### src/rtl/crc16_rx_checker_pkg.sv
// crc16_rx_checker_pkg: frame geometry, CRC-16/XMODEM constants, FSM state type and LFSR step.
package crc_pkg;
    localparam int CRC_W   = 16;
    localparam int DATA_W  = 176;
    localparam int FRAME_W = DATA_W + CRC_W;
    localparam logic [CRC_W-1:0] CRC16_POLY = 16'h1021;
    localparam logic [CRC_W-1:0] CRC16_INIT = 16'h0000;
    typedef enum logic {IDLE, RECV} state_t;
    function automatic logic [CRC_W-1:0] crc16_step(input logic [CRC_W-1:0] lfsr, input logic b);
        return {lfsr[CRC_W-2:0], 1'b0} ^ (((b ^ lfsr[CRC_W-1]) != 1'b0) ? CRC16_POLY : '0);
    endfunction
endpackage

### src/rtl/crc16_rx_checker_lfsr.sv
// crc16_lfsr_serial: bit-serial CRC-16 LFSR; load restarts from the seed with bit_in as the first bit.
module crc16_lfsr_serial
    import crc_pkg::*;
(
    input  logic             clk,
    input  logic             rst,
    input  logic             load,
    input  logic             en,
    input  logic             bit_in,
    output logic [CRC_W-1:0] lfsr
);
    logic [CRC_W-1:0] lfsr_q, lfsr_d;
    always_comb begin
        lfsr_d = en ? crc16_step(load ? CRC16_INIT : lfsr_q, bit_in) : lfsr_q;
    end
    always_ff @(posedge clk) begin
        if (rst) lfsr_q <= CRC16_INIT;
        else     lfsr_q <= lfsr_d;
    end
    assign lfsr = lfsr_q;
endmodule

### config.mk
export PLATFORM = sky130hd
export DESIGN_NAME = crc16_lfsr_serial
export DESIGN_NICKNAME = d
export VERILOG_FILES = /design/src/rtl/crc16_rx_checker_pkg.sv /design/src/rtl/crc16_rx_checker_lfsr.sv
export SDC_FILE = /design/constraint.sdc
export NUM_CORES = 1
export LEC_CHECK = 0
export CORE_UTILIZATION = 50
export CTS_BUF_LIST = sky130_fd_sc_hd__clkbuf_8
export DETAILED_ROUTE_END_ITERATION = 8
export MAX_ROUTING_LAYER = met4
export PLACE_DENSITY = 0.84
export SYNTH_ARGS = -nofsm -noshare
export SYNTH_HDL_FRONTEND = slang
export SYNTH_SLANG_ARGS = --single-unit
export TNS_END_PERCENT = 1
### constraint.sdc
create_clock -name clk -period 1.68 [get_ports clk]
set_input_delay 0.336 -clock clk [delete_from_list [all_inputs] [get_ports clk]]
set_output_delay 0.336 -clock clk [all_outputs]
set_load 0.005 [all_outputs]
# After elaboration in Yosys (flattened, before gate mapping)

Cells that the tools add are included.

Latch bits: 0
Memories: 0
Bits in read-only memories: 0
Input port bits: 5
Logic and storage cells: 5
Output and inout bits: 16
Register bits after elaboration: 16
Bits in writable memories: 0

Shift operators: 0
Equality and inequality tests: 0
Muxes and demuxes: 2
Bitwise logic cells: 2
Multipliers: 0
Reductions and logical operators: 0
Order comparisons: 0
$add $sub $neg: 0
Divide/modulo/power cells: 0

Operators by type and width:

| operator                                        | number |
|---|---|
| 16-bit 2-to-1 mux                               | 1 |
| 16-bit by 13-bit bitwise XOR with 16-bit output | 1 |
| 13-bit 2-to-1 mux                               | 1 |
| 1-bit bitwise XOR                               | 1 |

# Longest topological paths before layout

Gate-level depths: netlist (run 1).

Depth in word-level cells: 4
Mapped depth: 5
Depth with buffers taken out: 4

# Worst setup path before layout (run 1)

OpenSTA, ideal clock, no wires.

Kind: flip-flop to flip-flop
Start: register lfsr_q[15] (netlist: lfsr[15])
End: register lfsr_q[12] (netlist: lfsr[12])
Stages on the path, launching flop included: 5
Slack: 630 ps
Clock period less this slack: 1,050 ps
Arrival: 930 ps
Required time: 1,560 ps
Setup time: 120 ps
Cell sequence: dfxtp_1 -> nor2b_2 -> xnor2_2 -> mux2i_1 -> o21ai_1

Longest elaborated chain between the ends: 4

Ends and longest elaborated chain:

| what                                            | line                        | RTL |
|---|---|---|
| start, declared                                 | crc16_rx_checker_lfsr.sv:12 | `logic [CRC_W-1:0] lfsr_q, lfsr_d;` |
| start signal, assigned                          | crc16_rx_checker_lfsr.sv:18 | `else lfsr_q <= lfsr_d;` |
| 16-bit 2-to-1 mux                               | crc16_rx_checker_lfsr.sv:14 | `lfsr_d = en ? crc16_step(load ? CRC16_INIT : lfsr_q, bit_in) : lfsr_q;` |
| 1-bit bitwise XOR                               | crc16_rx_checker_pkg.sv:10  | `return {lfsr[CRC_W-2:0], 1'b0} ^ (((b ^ lfsr[CRC_W-1]) != 1'b0) ? CRC16_POLY : '0);` |
| 13-bit 2-to-1 mux                               | crc16_rx_checker_pkg.sv:10  |  |
| 16-bit by 13-bit bitwise XOR with 16-bit output | crc16_rx_checker_pkg.sv:10  |  |

No other way between the ends.
A chain may end at the register's enable or synchronous reset.

# Worst setup path in the final report (run 1)

Start: register lfsr_q[11] (netlist: lfsr[11])
End: output port lfsr[11]

RTL lines:

| what          | line                        | RTL |
|---|---|---|
| end, declared | crc16_rx_checker_lfsr.sv:10 | `output logic [CRC_W-1:0] lfsr` |

No word-level cell between the ends.

==> results of run 1 <==
## stage by stage
| step | hold slack (ps) | cells | utilization [%] |
|---|---|---|---|
| 5_1_grt | 502 | 115 | 74.0 |
| 3_5_place_dp | 473 | 112 | 70.9 |
| 4_1_cts | 486 | 115 | 74.0 |
| 3_3_place_gp | 470 | 112 | 70.9 |
| 2_1_floorplan | 467 | 77 | - |
| 6_report | 482 | 115 | 74.0 |
## logic make-up after synthesis
family	count (synthesis)	synth area share, %
buffers and inverters	7	5.77
multiplexers	2	2.88
AO/OA/AOI/OAI	18	14.1
XOR/XNOR	1	2.34
flip-flops	16	46.1
AND/OR/NAND/NOR	33	28.8
## power by group
group          internal [mW]  total (mW)  switching [mW]
Combinational         0.0427      0.0800          0.0373
Sequential             0.386       0.391         0.00523
Clock                  0.159       0.279           0.120
## final cells by class
type                       count  area [µm²]
fill                          94         338
multi-input combinational     54         334
sequential                    16         320
timing repair buffer          26         245
clock buffer                   3        41.3
tap                           15        18.8
inverter                       1        3.75
## metal layers
metal / wire length [µm] / vias up / global-route usage, %
li1: - / 307 / -
met2: 792 / 16 / 37.9
met5: 0 / - / -
met3: 51 / 4 / 6.25
met1: 646 / 283 / 26.1
met4: 30 / 0 / 15.5
## placed cells by master (no fill, tap or decap)
master,count
nand2b_4,1
xnor2_2,1
clkbuf_8,3
buf_4,6
nor3b_1,2
o21ai_1,2
nand2b_1,15
mux2i_1,2
dfxtp_1,16
nand3_1,13
a211oi_2,1
clkdlybuf4s50_1,20
inv_1,1
a21oi_1,15
nor2_1,1
nor2b_2,1
## cells in the mapped netlist
library cell  instances  area, µm²
a211oi_2              1       12.5
a21oi_1              15       75.1
buf_2                 2       10.0
buf_4                 1       7.51
buf_6                 1       11.3
clkbuf_1              2       7.51
dfxtp_1              16        320
inv_1                 1       3.75
mux2i_1               2       20.0
nand2b_1             15       93.8
nand2b_4              1       13.8
nand3_1              13       65.1
nor2_1                1       3.75
nor2b_2               1       8.76
nor3b_1               2       15.0
o21ai_1               2       10.0
xnor2_2               1       16.3
## worst max-delay path by stage
stage / from / slack (ps) / endpoint
2_1_floorplan: lfsr[15] / 630 / lfsr[12]
5_1_grt: lfsr[11] / 150 / lfsr[11]
6_report: lfsr[11] / 180 / lfsr[11]
4_1_cts: lfsr[11] / 170 / lfsr[11]
3_5_place_dp: load / 20 / lfsr[5]
3_3_place_gp: load / 130 / lfsr[5]
==> impl.org, run 1 <==
** Placed design
- GP Congestion :: just under 0.9
- Cell area after placement :: just over 900 µm²
- During placement, the flow inserted port buffers numbering 20.
- At the placement stage, the worst setup path has a slack of 15.7 ps.
- The HPWL after detailed placement is between 1000 and 1500 µm.

** Run
- The tool flagged a number of max-cap violations equal to 0.

** Floorplan
- Initial core utilization :: ~53%
- The die covers 1540 µm².
- The die is between 30 and 40 µm wide.
- The core region is 1300 µm².
- In this run the count of I/O pins placed on the die edge is 21.
- Die Y :: ~40 µm
- Standard-cell row count :: 13

** Power
- The worst-case IR drop observed on VDD is 0.441 mV.
- Power after layout :: between 0.7 and 0.8 mW
- Pleak :: between 0.3 and 0.4 nW
- Power spread over the standard cell area amounts to roughly 780 nW/µm².

** Layout
- The post-route netlist has 13.0% of its cells at a drive strength greater than 1.
- The number of antenna diodes in the final layout is 0.
- Once layout is done, the placed cells without fillers occupy approximately 960 µm².
- Net count of the finished layout :: between 100 and 150
- The register with the most flip-flops in the layout has 16 of them.
- P&R area growth vs syn :: 38.7%

** Yosys
- After technology mapping, the gate count stands at between 70 and 80.
- The netlist uses 17 different library cells.
- The mapped netlist covers 694 µm².
- Flip-flop and latch count after synthesis :: 16
- Synth Net Count :: 82
- Sequential elements use a little under half of the synthesized area.
- Count of synthesis-stage warnings from yosys :: 0
- The average instance in the mapped netlist occupies roughly 9 µm².

** Clock network
- Clock slew seen by the registers of the worst setup and hold paths :: approximately 60 ps
- Clock tree synthesis selected as its root buffer the cell clkbuf_8.
- Number of buffers created by CTS :: 3
- Clock tree synthesis found a total of 16 sinks.
- The clock passes through at most 2 buffers.
- The number of gates resized after CTS was 0.
- Hold repair after CTS inserted 0 buffers.
- TritonCTS built the clock tree.
- Clock latency on the worst-skew pair, taken at its later pin, is approximately 240 ps.
- Once the clock tree was built, the setup fixing pass inserted 0 buffers.
- In this run the number of H-tree levels came out at 1.

** Routing
- Detailed-route wire length per cell :: around 13 µm
- After detailed routing, the total wire length is 1520 µm.
- In the routed design, unresolved DRC markers number 0.
- Using the TritonRoute via totals, the vias-per-cell ratio works out to 5.30.
- The pre-antenna-repair detailed-routing pass consisted of 4 iterations.
- The final route contains 610 vias.
- Antenna violation net count after detailed routing :: 0
- In this run, the number of DRC markers left after iteration 0 of detailed routing was 11.

** GRT
- GRT Overall Usage :: 23.8%
- First-pass GRT wire length :: approximately 2300 µm
- Maximum number of pins on one net before global-route repair :: 17
- The number of global-route vias before repair came to between 500 and 600.
- Global route overflow :: 0
- The initial antenna violation count was 0.

** Min path
- The worst hold path terminates at lfsr[15].
- Source of the worst hold timing path :: lfsr[15]
- Along the worst hold path, the cell count comes to 2.
- In this run the worst hold path is classified as register to register.

** Setup path
- The number of buffers and inverters on the critical path is 1.
- STA puts the critical path data required time at between 1000 and 1500 ps.
- FF-to-FF path depth :: 4
- CP cell instances :: clkdlybuf4s50_1
- STA classifies the critical path startpoint as a register.
- In this run the number of cells on the critical path is 1.
- Kind of cell with the highest combined delay on the critical path :: buffers and inverters
- Setup CP Type :: register to primary output
- Worst Path Arrival :: around 1200 ps
- Source of the worst register-to-register timing path :: lfsr[15]
- Along the worst path, the maximum fanout reaches 4.
- Across all register-to-register paths, the minimum setup slack is approximately 470 ps.
- The slowest stage of the critical path is the clkdlybuf4s50_1 cell.
- STA classifies the critical path endpoint as a primary output.
- In this design, the stage delay of the slowest critical-path cell is about 540 ps.
- Reg-to-reg endpoint :: lfsr[5]

** Timing
- Setup total negative slack on the finished layout was measured at 0 ps.
- The routed design could run at a clock period as short as roughly 1500 ps.
- Highest achievable clock rate :: approximately 0.67 GHz
- Relative slew slack :: 77.5%
- Worst-case setup margin in the final layout :: between 150 and 200 ps
- Setup repair after global routing left no endpoint under its margin.
- Number of failing setup endpoints in the final timing report :: 0
- Clk_skew :: approximately 2.8 ps
- The hold violation count in the final report came to 0.
- In the finished design, the share of the clock period the worst path needs comes to between 80% and 90%.
- Final number of max-transition violations :: 0
- Worst-Margin Slew :: between 300 and 400 ps

** Run status
- The flow ran to the end, and the final reports show no timing, DRC or antenna violations.
Note: power is estimated with default switching activity, not from simulation.
==> run 2, diff against run 1 <==
Settings changed: HOLD_SLACK_MARGIN set to 0.08.
==> results of run 2 <==
Same layout as run 1: the final DEF is identical, and so are final timing and power.
==> run 3, diff against run 2 <==
Settings changed: CTS_CLUSTER_DIAMETER set to 150, SETUP_SLACK_MARGIN set to 0.5, SLEW_MARGIN set to 20.
==> run 3 against run 2 <==
  * Non-clock buffer count rose by 1
  * Cell area up 1.9%
  * Global-route usage rose by 0.49 points
  * Register-to-register slack improved by 40 ps
  * Sequential power about the same
  * Count of clock-buffer cells in the layout unchanged
  * Largest power group unchanged
  * Critical endpoint is now lfsr[14]
  * Worst hold slack about the same
  * Critical path depth is the same
==> impl.org, run 3 (synthesized netlist as in run 1, its figures left out) <==
** Setup path
- Setup CP Type :: register to primary output
- The worst setup path is launched from a register.
- Critical path buffer and inverter count :: 1
- CP cell instances :: clkdlybuf4s50_1
- The worst register-to-register path has a setup slack of ~500 ps.
- For the worst setup path, the data required time is approximately 1300 ps.
- The worst setup path is captured at a primary output.
- Kind of cell with the highest combined delay on the critical path :: buffers and inverters
- Reg-to-reg endpoint :: lfsr[5]
- In this run the number of cells on the critical path is 1.
- Source of the worst register-to-register timing path :: lfsr[15]
- Worst Path Arrival :: about 1100 ps
- On the critical path, the stage with the largest delay is an instance of clkdlybuf4s50_1.
- FF-to-FF path depth :: 4
- On the worst path, the slowest cell contributes a delay of ~500 ps.
- Largest fanout on the critical path :: 3

** Floorplan
- Initial core utilization :: between 50% and 60%
- In this run the count of I/O pins placed on the die edge is 21.
- Standard-cell row count :: 13
- Area enclosed by the die boundary :: about 1500 µm²
- Area of the core region :: roughly 1300 µm²
- Die Y :: just under 40 µm
- Horizontal die dimension :: 39.3 µm

** Clock network
- TritonCTS created 3 clock buffers.
- CTS saw 16 sinks.
- Hold bufs inserted after CTS :: 0
- TritonCTS built the clock tree.
- CTS built an H-tree with a depth of 1.
- Root buffer selected by CTS :: clkbuf_8
- Clock slew seen by the registers of the worst setup and hold paths :: around 60 ps
- The clock passes through at most 2 buffers.
- Clock latency at the later pin of the worst-skew pair :: around 240 ps

** Timing
- Setup repair after global routing could not meet its margin everywhere.
- Clk_skew :: around 3.0 ps
- Clock period minus worst slack :: roughly 1400 ps
- Count of endpoints failing hold in the final timing report :: 0
- Relative slew slack :: 77.3%
- Worst-case setup margin in the final layout :: approximately 250 ps
- Adding up every negative setup slack in the final design gives 0 ps.
- Highest achievable clock rate :: 0.701 GHz
- Worst-Margin Slew :: 340 ps
- Setup violations remaining at the end of the flow were counted as 0.
- Period utilization :: a little over four fifths
- Final number of max-transition violations :: 0

** GRT
- Entering global routing, the biggest net connects 17 pins.
- The first global-routing pass estimated around 2300 µm of wire.
- GRT Overall Usage :: between 20% and 30%
- The initial antenna violation count came to 0.
- Global route overflow :: 0
- Via count of the first global-routing pass :: around 530

** Layout
- Commonest cells after routing, fill and taps aside :: clkdlybuf4s50_1, nand2b_1, a21oi_1
- 0 antenna diodes ended up in the layout.
- The register with the most flip-flops in the layout has 16 of them.
- Net count of the finished layout :: about 110
- Most common library cell in the layout ignoring fill and taps :: clkdlybuf4s50_1
- Relative to the synthesized area, the layout overhead comes to 41.4%.
- Final Cell Area :: around 980 µm²
- Share of final-layout standard cells stronger than drive strength 1 :: a little under a quarter

** Routing
- 1st-pass router iterations :: 4
- Residual DRC count :: 0
- Using the TritonRoute via totals, the vias-per-cell ratio works out to about 5.2.
- After detailed routing, the average wire length per cell comes to roughly 13 µm.
- Summing over every cut layer, the via total after detailed routing is roughly 600.
- In this run, the number of DRC markers left after iteration 0 of detailed routing was 8.
- Overall routed net length :: about 1600 µm
- Antenna violation net count after detailed routing :: 0

** Min path
- For hold timing, the worst endpoint is lfsr[12].
- The tightest min-delay check is of the register to register type.
- Worst hold path cell count :: 2
- The worst hold path begins at lfsr[12].

** Power
- Worst IR drop on VDD :: around 0.44 mV
- In this run the static leakage power is ~0.37 nW.
- For this design the ratio of total power to cell area is roughly 770 nW/µm².
- Summing internal, switching and leakage power gives approximately 0.75 mW.

** Placed design
- Setup WS pre-CTS :: ~16 ps
- Cell area after placement :: 922 µm²
- GP Congestion :: a little under 0.9
- Half-perimeter wire length after detailed placement :: 1040 µm
- Port buffering added 20 buffers.

** Run
- The tool flagged a number of max-cap violations equal to 0.

** Run status
- The run finished with clean final reports.
==> run 3: how the worst max path moves through the flow <==
stage,slack (ps),end,startpoint
2_1_floorplan,630,lfsr[12],lfsr[15]
3_3_place_gp,130,lfsr[5],load
3_5_place_dp,20,lfsr[5],load
4_1_cts,240,lfsr[10],lfsr[10]
5_1_grt,190,lfsr[5],en
6_report,250,lfsr[14],lfsr[14]
==> run 3: area by class of cell <==
cell class / instances / area, µm²
sequential: 16 / 333
timing repair buffer: 27 / 251
tap: 15 / 18.8
inverter: 1 / 3.75
fill: 93 / 319
clock buffer: 3 / 41.3
multi-input combinational: 54 / 334
==> run 3: per-stage QoR <==
step	std cells	utilization, %	hold WS [ps]
after detailed placement	112	70.9	473
after CTS	116	75.3	480
after floorplan	77	-	467
final	116	75.5	481
after global placement	112	70.9	470
after global routing	116	75.5	502
==> run 3: what timing repair did <==
item | 4_1_cts | 5_1_grt
pin swaps | 1 | 1
resized for setup | 13 | 1
setup endpoints to repair | 30 | 32
setup buffers | 1 | 0
==> run 3: worst reg2reg max path, stage by stage, from the launching register on <==
cell and delay (ps):
dfxtp_1 320, nor2b_2 160, xnor2_2 210, mux2i_1 260, o21ai_1 100
==> run 3: routing by layer <==
layer	global-route usage [%]	up-vias	wire [µm]
li1	-	309	-
met1	29.0	279	668
met2	38.3	12	812
met3	5.11	2	56
met4	12.9	0	17
met5	-	-	0
==> run 3: report_power, final <==
part | total [mW] | internal [mW] | switching (mW) | leakage, nW
clock network | 0.279 | 0.159 | 0.120 | 0.0216
logic | 0.0817 | 0.0442 | 0.0376 | 0.218
registers | 0.392 | 0.387 | 0.00524 | 0.134
